$ cat src/rtl/mul_sequencer.sv
// Multi-cycle shift-add MUL controller beside the single-cycle EX-stage ALU.
// Freezes the pipeline while iterating, then pulses done_o with the low product.
module mul_sequencer #(
    parameter int XLEN           = 32,
    parameter int BITS_PER_CYCLE = 1
) (
    input  logic            clk_i,
    input  logic            rst_i,
    input  logic            valid_i,
    input  logic [3:0]      aluctr_i,
    input  logic [XLEN-1:0] src1_i,
    input  logic [XLEN-1:0] src2_i,
    input  logic            flush_i,
    output logic            stall_o,
    output logic            busy_o,
    output logic            done_o,
    output logic [XLEN-1:0] result_o
);

    localparam int N  = XLEN / BITS_PER_CYCLE;
    localparam int CW = $clog2(N + 1);
    localparam logic [3:0] ALU_MUL = 4'b1111;

    typedef enum logic [1:0] {
        ST_IDLE,
        ST_RUN,
        ST_DONE
    } state_t;

    state_t            r_state;
    state_t            w_next;
    logic [XLEN-1:0]   r_mcand;
    logic [XLEN-1:0]   r_mplier;
    logic [XLEN-1:0]   r_acc;
    logic [XLEN-1:0]   r_result;
    logic [CW-1:0]     r_count;
    logic [XLEN-1:0]   w_pp;
    logic [XLEN-1:0]   w_acc_next;
    logic              w_start;
    logic              w_last;
    logic              w_stall;

    // A held reset must not let a pending MUL raise stall.
    assign w_start = valid_i & (aluctr_i == ALU_MUL) & ~flush_i & ~rst_i;
    assign w_last  = (r_count == CW'(N - 1));

    // Partial product of the multiplicand with the low multiplier bits.
    always_comb begin
        w_pp = '0;
        for (int j = 0; j < BITS_PER_CYCLE; j++) begin
            if (r_mplier[j]) begin
                w_pp = w_pp + (r_mcand << j);
            end
        end
        w_acc_next = r_acc + w_pp;
    end

    // State register.
    always_ff @(posedge clk_i or posedge rst_i) begin
        if (rst_i) begin
            r_state <= ST_IDLE;
        end else begin
            r_state <= w_next;
        end
    end

    // Next-state and stall decode.
    always_comb begin
        w_next  = r_state;
        w_stall = 1'b0;
        unique case (r_state)
            ST_IDLE: begin
                if (w_start) begin
                    w_stall = 1'b1;
                    w_next  = ST_RUN;
                end
            end
            ST_RUN: begin
                if (flush_i) begin
                    w_next = ST_IDLE;
                end else begin
                    w_stall = 1'b1;
                    if (w_last) begin
                        w_next = ST_DONE;
                    end
                end
            end
            ST_DONE: begin
                w_next = ST_IDLE;
            end
            default: begin
                w_next = ST_IDLE;
            end
        endcase
    end

    // Operand capture, iteration and result latch on entering DONE.
    always_ff @(posedge clk_i or posedge rst_i) begin
        if (rst_i) begin
            r_mcand  <= '0;
            r_mplier <= '0;
            r_acc    <= '0;
            r_count  <= '0;
            r_result <= '0;
        end else if (r_state == ST_IDLE) begin
            if (w_start) begin
                r_mcand  <= src1_i;
                r_mplier <= src2_i;
                r_acc    <= '0;
                r_count  <= '0;
            end
        end else if (r_state == ST_RUN && !flush_i) begin
            r_acc    <= w_acc_next;
            r_mcand  <= r_mcand << BITS_PER_CYCLE;
            r_mplier <= r_mplier >> BITS_PER_CYCLE;
            r_count  <= r_count + 1'b1;
            if (w_last) begin
                r_result <= w_acc_next;
            end
        end
    end

    assign stall_o  = w_stall;
    assign busy_o   = (r_state != ST_IDLE);
    assign done_o   = (r_state == ST_DONE);
    assign result_o = r_result;

endmodule

$ cat config.mk
export PLATFORM = sky130hd
export DESIGN_NAME = mul_sequencer
export DESIGN_NICKNAME = d
export VERILOG_FILES = /design/src/rtl/mul_sequencer.sv
export SDC_FILE = /design/constraint.sdc
export NUM_CORES = 1
export LEC_CHECK = 0
export BUFFER_PORTS_ARGS = -buffer_cell sky130_fd_sc_hd__buf_4
export CORE_MARGIN = 1
export CORE_UTILIZATION = 35
export DETAILED_ROUTE_END_ITERATION = 16
export MAX_ROUTING_LAYER = met4
export PLACE_DENSITY = 0.54
export SETUP_SLACK_MARGIN = 0.15
export SLEW_MARGIN = 10
export SYNTH_ARGS = -nofsm -noshare
export SYNTH_HDL_FRONTEND = slang
export SYNTH_SLANG_ARGS = --single-unit
$ cat constraint.sdc
create_clock -name clk_i -period 7.4 [get_ports clk_i]
set_clock_uncertainty 0.05 [all_clocks]
set_input_delay 0.37 -clock clk_i [delete_from_list [all_inputs] [get_ports clk_i]]
set_output_delay 0.37 -clock clk_i [all_outputs]
set_load 0.05 [all_outputs]
; ---- After elaboration in Yosys (flattened, before gate mapping)
; Index checks and enable logic that the tools add are counted.
[op_classes]
mux = 20
eq_ne = 6
add_sub_neg = 2
n_reduce_logical = 8
n_bitwise = 6
[op_table]
columns = op, count
row1 = 32-bit two-way mux, 10
row2 = 32-bit adder, 1
row3 = 6-bit two-way mux, 3
row4 = "6-bit by 1-bit adder with 6-bit output, second input constant", 1
row5 = "6-bit by 5-bit equality test with 1-bit output, second input constant", 1
row6 = 2-bit two-way mux, 3
row7 = "4-bit equality test, second input constant", 1
row8 = 2-bit case mux with 2 select lines, 1
row9 = 2-bit AND reduction, 2
row10 = 2-bit nonzero test, 2
row11 = 1-bit bitwise AND, 3
row12 = "3-bit inequality test, second input constant", 1
row13 = 1-bit inverter, 3
row14 = 3-bit AND reduction, 1
row15 = "2-bit by 1-bit equality test with 1-bit output, second input constant", 1
row16 = "2-bit equality test, second input constant", 1
row17 = 2-bit zero test, 1
row18 = 1-bit two-way mux, 2
row19 = "2-bit inequality test, second input constant", 1
row20 = 1-bit case mux with 2 select lines, 1
row21 = 1-bit logical AND, 1
row22 = 1-bit zero test, 1
[totals]
inputBits = 72
elab_cells = 48
output_inout_bits = 35
ff_bits = 136

; ---- Depth between registers and ports, before layout
[depth]
word_depth = 6
ltp_mapped = 12
depth_no_buf = 11

; ---- Worst setup path after synthesis
; Ideal clock, no wire load.
[synth_path]
kind = register to register
startpoint = register r_mplier[0]
endpoint = register r_acc[18]
n_path_buf = 1
synth_period_minus_slack_ns = 3.081
arrival_time_ns = 2.899
t_required_ns = 7.218
path_stages_with_launch = 13
setup_time_ns = 0.132
path_slack_ns = 4.319
path_cell_list = dfrtp_1 clkbuf_1 and2_1 ha_1 fa_1 a21o_1 a31oi_1 o21ai_2 a21bo_2 a221o_1 a221oi_2 mux2i_1 o21ai_1
[synth_between]
elab_chain_cells = 4
[synth_rtl]
columns = item, line_no
row1 = "start, declared", 33  ; logic [XLEN-1:0] r_mplier;
row2 = "start signal, assigned", 108  ; r_mplier <= src2_i;
row3 = "start signal, assigned", 115  ; r_mplier <= r_mplier >> BITS_PER_CYCLE;
row4 = 32-bit two-way mux, 51  ; if (r_mplier[j]) begin
row5 = 32-bit adder, 55  ; w_acc_next = r_acc + w_pp;
row6 = 32-bit two-way mux, 112  ; end else if (r_state == ST_RUN && !flush_i) begin
row7 = 32-bit two-way mux, 105  ; end else if (r_state == ST_IDLE) begin
row8 = "end signal, assigned", 113  ; r_acc <= w_acc_next;
row9 = "end, declared", 34  ; logic [XLEN-1:0] r_acc;
; No other way between the ends. The select of a mux whose other input is x is not followed.
; A chain may end at the register's enable or synchronous reset.

; ---- Worst setup path after layout
[layout_path]
startpoint = register r_mplier[0]
endpoint = register r_acc[30]
; Same word-level chain as after synthesis.

==> results.yml <==
clock_tree:
  clock_latency_ps: 430
  cts_tree: "done"
  hold_buffers: 0
  h-tree-depth: 4
  clk_pin_slew_ps: 60
  cts_setup_buffers: 0
  clockBufferDepth: 2
  clock_sinks: 136
  root_buffer: "clkbuf_16"
  cts-resized-gates: 0
  numCtsBuffers: 17
route:
  ant_nets: 0
  viasPerCell: 5.05
  first_pass_iters: 7
  vias: 5999
  wl_per_cell_um: 16.0
  drtIter0Drc: 371
  routed_wirelength_um: 19000
  drcViolationCount: 0
pwr:
  powerDensity_mw_per_mm2: 221
  seq_power_share_pct: 44.5
  p_leak_nw: 4.82
  power_frac_clock_pct: 43.5
  power_switching_share_pct: 27.0
  p_int_w: 0.00148
  comb_power_share_pct: 11.9
  switchingPower_w: 0.000549
  ir_drop_mv: 0.151
cells_and_area:
  antennaDiodeCount: 0
  areaGrowthSynthToFinish_pct: 21.4
  drive_gt1_share_pct: 18.1
  layout.nets: 1005
  fill_cells: 2110
  multi_input_area_mm2: 0.00395
  seqCellArea_mm2: 0.00340
sta:
  slew_violations: 0
  max_freq_mhz: 270
  fin_ws_ps: 3700
  setup_viol: 0
  timing.final.crit_share_pct: 50.0
  rsz0062_at_grt: "false"
  fin_tns_setup_ps: 0
  hold_viol: 0
  relSlewSlack_pct: 28.4
  hold_ws_ps: 70.7
  worstMarginPinSlew_ps: 1070
  min_period_ps: 3700
setup_path:
  arrival_ps: 3920
  path_delay_family: "compound AO/OA/AOI/OAI gates"
  critPathMaxFanout: 33
  crit_chain: "and2_1 > ha_1 > fa_1 > a21o_1 > a31oi_1 > o21ai_2 > a221oi_2 > a31oi_2 > a311oi_2 > xor2_1 > o22ai_1"
  cp_num_buf_inv: 0
  max_stage_delay_ps: 740
  end_kind: "flop"
  start_kind: "flop"
  critical_path_class: "flop to flop"
  cpMaxStageDelayCell: "dfrtp_1"
  required_ps: 7620
floorplan:
  dieArea_mm2: 0.0222
  std_cell_rows: 53
  initial_core_util_pct: 35.9
  coreArea_mm2: 0.0211
  boundaryPins: 107
  die_y_um: 149
  die_x_um: 149
placement:
  io_buffer_count: 106
  dp_hpwl_um: 13300
  place.gp.congestion: 0.907
  place_ws_ps: 3720
global_routing:
  overflow: 0
  grt_pass1_vias: 5907
  antenna_found_initial: 0
  grt_usage_pct: 18.7
  grt_max_degree: 117
  grt_pass1_wl_um: 31200
yosys:
  ys_seq_area_share_pct: 45.0
  synth.area.top_cells: "dfrtp_1, nand2_1, mux2i_1, o21ai_0, ha_1"
  synth_most_common_cell: "nand2_1"
  yosys_warnings: 0
  synth_edf_count: 0
  avgSynthCellArea_um2: 9.28
  synth_top_cells_by_count: "nand2_1, dfrtp_1, o21ai_0"
  ys.flop_type: "dfrtp_1"
  synth_top_area_share_pct: 45.0
  synth-async-reset-ratio_pct: 100
  yosysUniqueCellTypes: 63
  syn_inst: 816
  yosysTopAreaCell: "dfrtp_1"
  postSynthNetCount: 921
  ys_seq_elements: 136
  synth_area_mm2: 0.00757
run_status:
  outcome: "complete, no violations"
hold_path:
  min_path_type: "input port to async pin"
run:
  drv_cap: 0
-- registers in the layout, indices dropped and copies added (netlist names) --
name and flops:
r_acc 32, result_o 32, r_count 6, r_state 2
r_mcand 32, r_mplier 32
-- power groups by stage --
stage	Sequential, W	Clock (W)	Combinational, W
2_1_floorplan	0.000881	0	0.000179
3_3_place_gp	0.000917	0	0.000241
3_5_place_dp	0.000916	0	0.000246
4_1_cts	0.000904	0.000903	0.000246
5_1_grt	0.000918	0.000942	0.000281
6_report	0.000904	0.000884	0.000243
-- worst register-to-register path: stages (launching register included) --
cell	delay, ps
dfrtp_1	740
and2_1	330
ha_1	220
fa_1	420
a21o_1	210
a31oi_1	200
o21ai_2	110
a221oi_2	440
a31oi_2	220
a311oi_2	310
xor2_1	210
o22ai_1	100
-- final timing paths --
path / slack, ps / startpoint / cells after the start / endpoint
setup / recovery: 3700 / r_mplier[0] / 11 / r_acc[30]
min in group clk_i: 100 / src2_i[31] / 3 / r_mplier[31]
setup reg to reg: 3700 / r_mplier[0] / 11 / r_acc[30]
max in group asynchronous: 6050 / rst_i / 3 / result_o[5]
hold reg to reg: 430 / result_o[1] / 2 / result_o[1]
hold / removal: 70 / rst_i / 2 / r_acc[27]
-- metal layers --
metal / wire, um / global-route usage (%) / share of wire [%]
met2: 8000 / 25.8 / 42
met4: 161 / 5.20 / 0.85
met1: 9960 / 27.4 / 52
met5: 0 / - / 0
met3: 853 / 3.64 / 4.5
-- cells by family (layout without fill, tap and decap cells) --
logic type	after synthesis	in the layout	share of synthesized area [%]
muxes	63	63	8.35
adders and majority gates	33	33	5.55
xor gates and xnor gates	32	32	3.88
buffers and inverters	57	154	3.16
DFF	136	136	45.0
and+or+nand+nor	264	264	15.7
AOI/OAI and AO/OA	231	231	18.4
-- area by class of cell --
cell class	count	area share [%]
sequential	136	37.0
clock buffer	23	5.42
multi-input combinational	623	42.9
inverter	9	0.422
tap	275	3.74
clock inverter	9	1.25
timing repair buffer	113	9.23
-- metrics by stage --
stage               instances  util [%]  total power [W]  instance area (um^2)
floorplan                 816         -          0.00106                  7570
finish                   1188      43.6          0.00203                  9190
global route             1188      43.6          0.00214                  9190
global placement         1156      40.7          0.00116                  8580
detailed placement       1156      40.7          0.00116                  8580
CTS                      1188      43.6          0.00205                  9190
-- layout by cell type (no fill, tap or decap), types with 9 or more instances in the layout --
cell type	Yosys	layout
mux2i_1	62	62
a21o_1	18	18
xnor2_1	13	13
o22ai_1	25	25
a31oi_1	9	9
nand2_1	169	169
ha_1	32	32
nor2_1	22	19
xor2_1	18	18
buf_4	1	113
dfrtp_1	136	136
and2_1	32	32
o21ai_0	109	109
clkbuf_16	0	17
a21oi_1	31	31
Note: power is estimated with default switching activity, not from simulation.
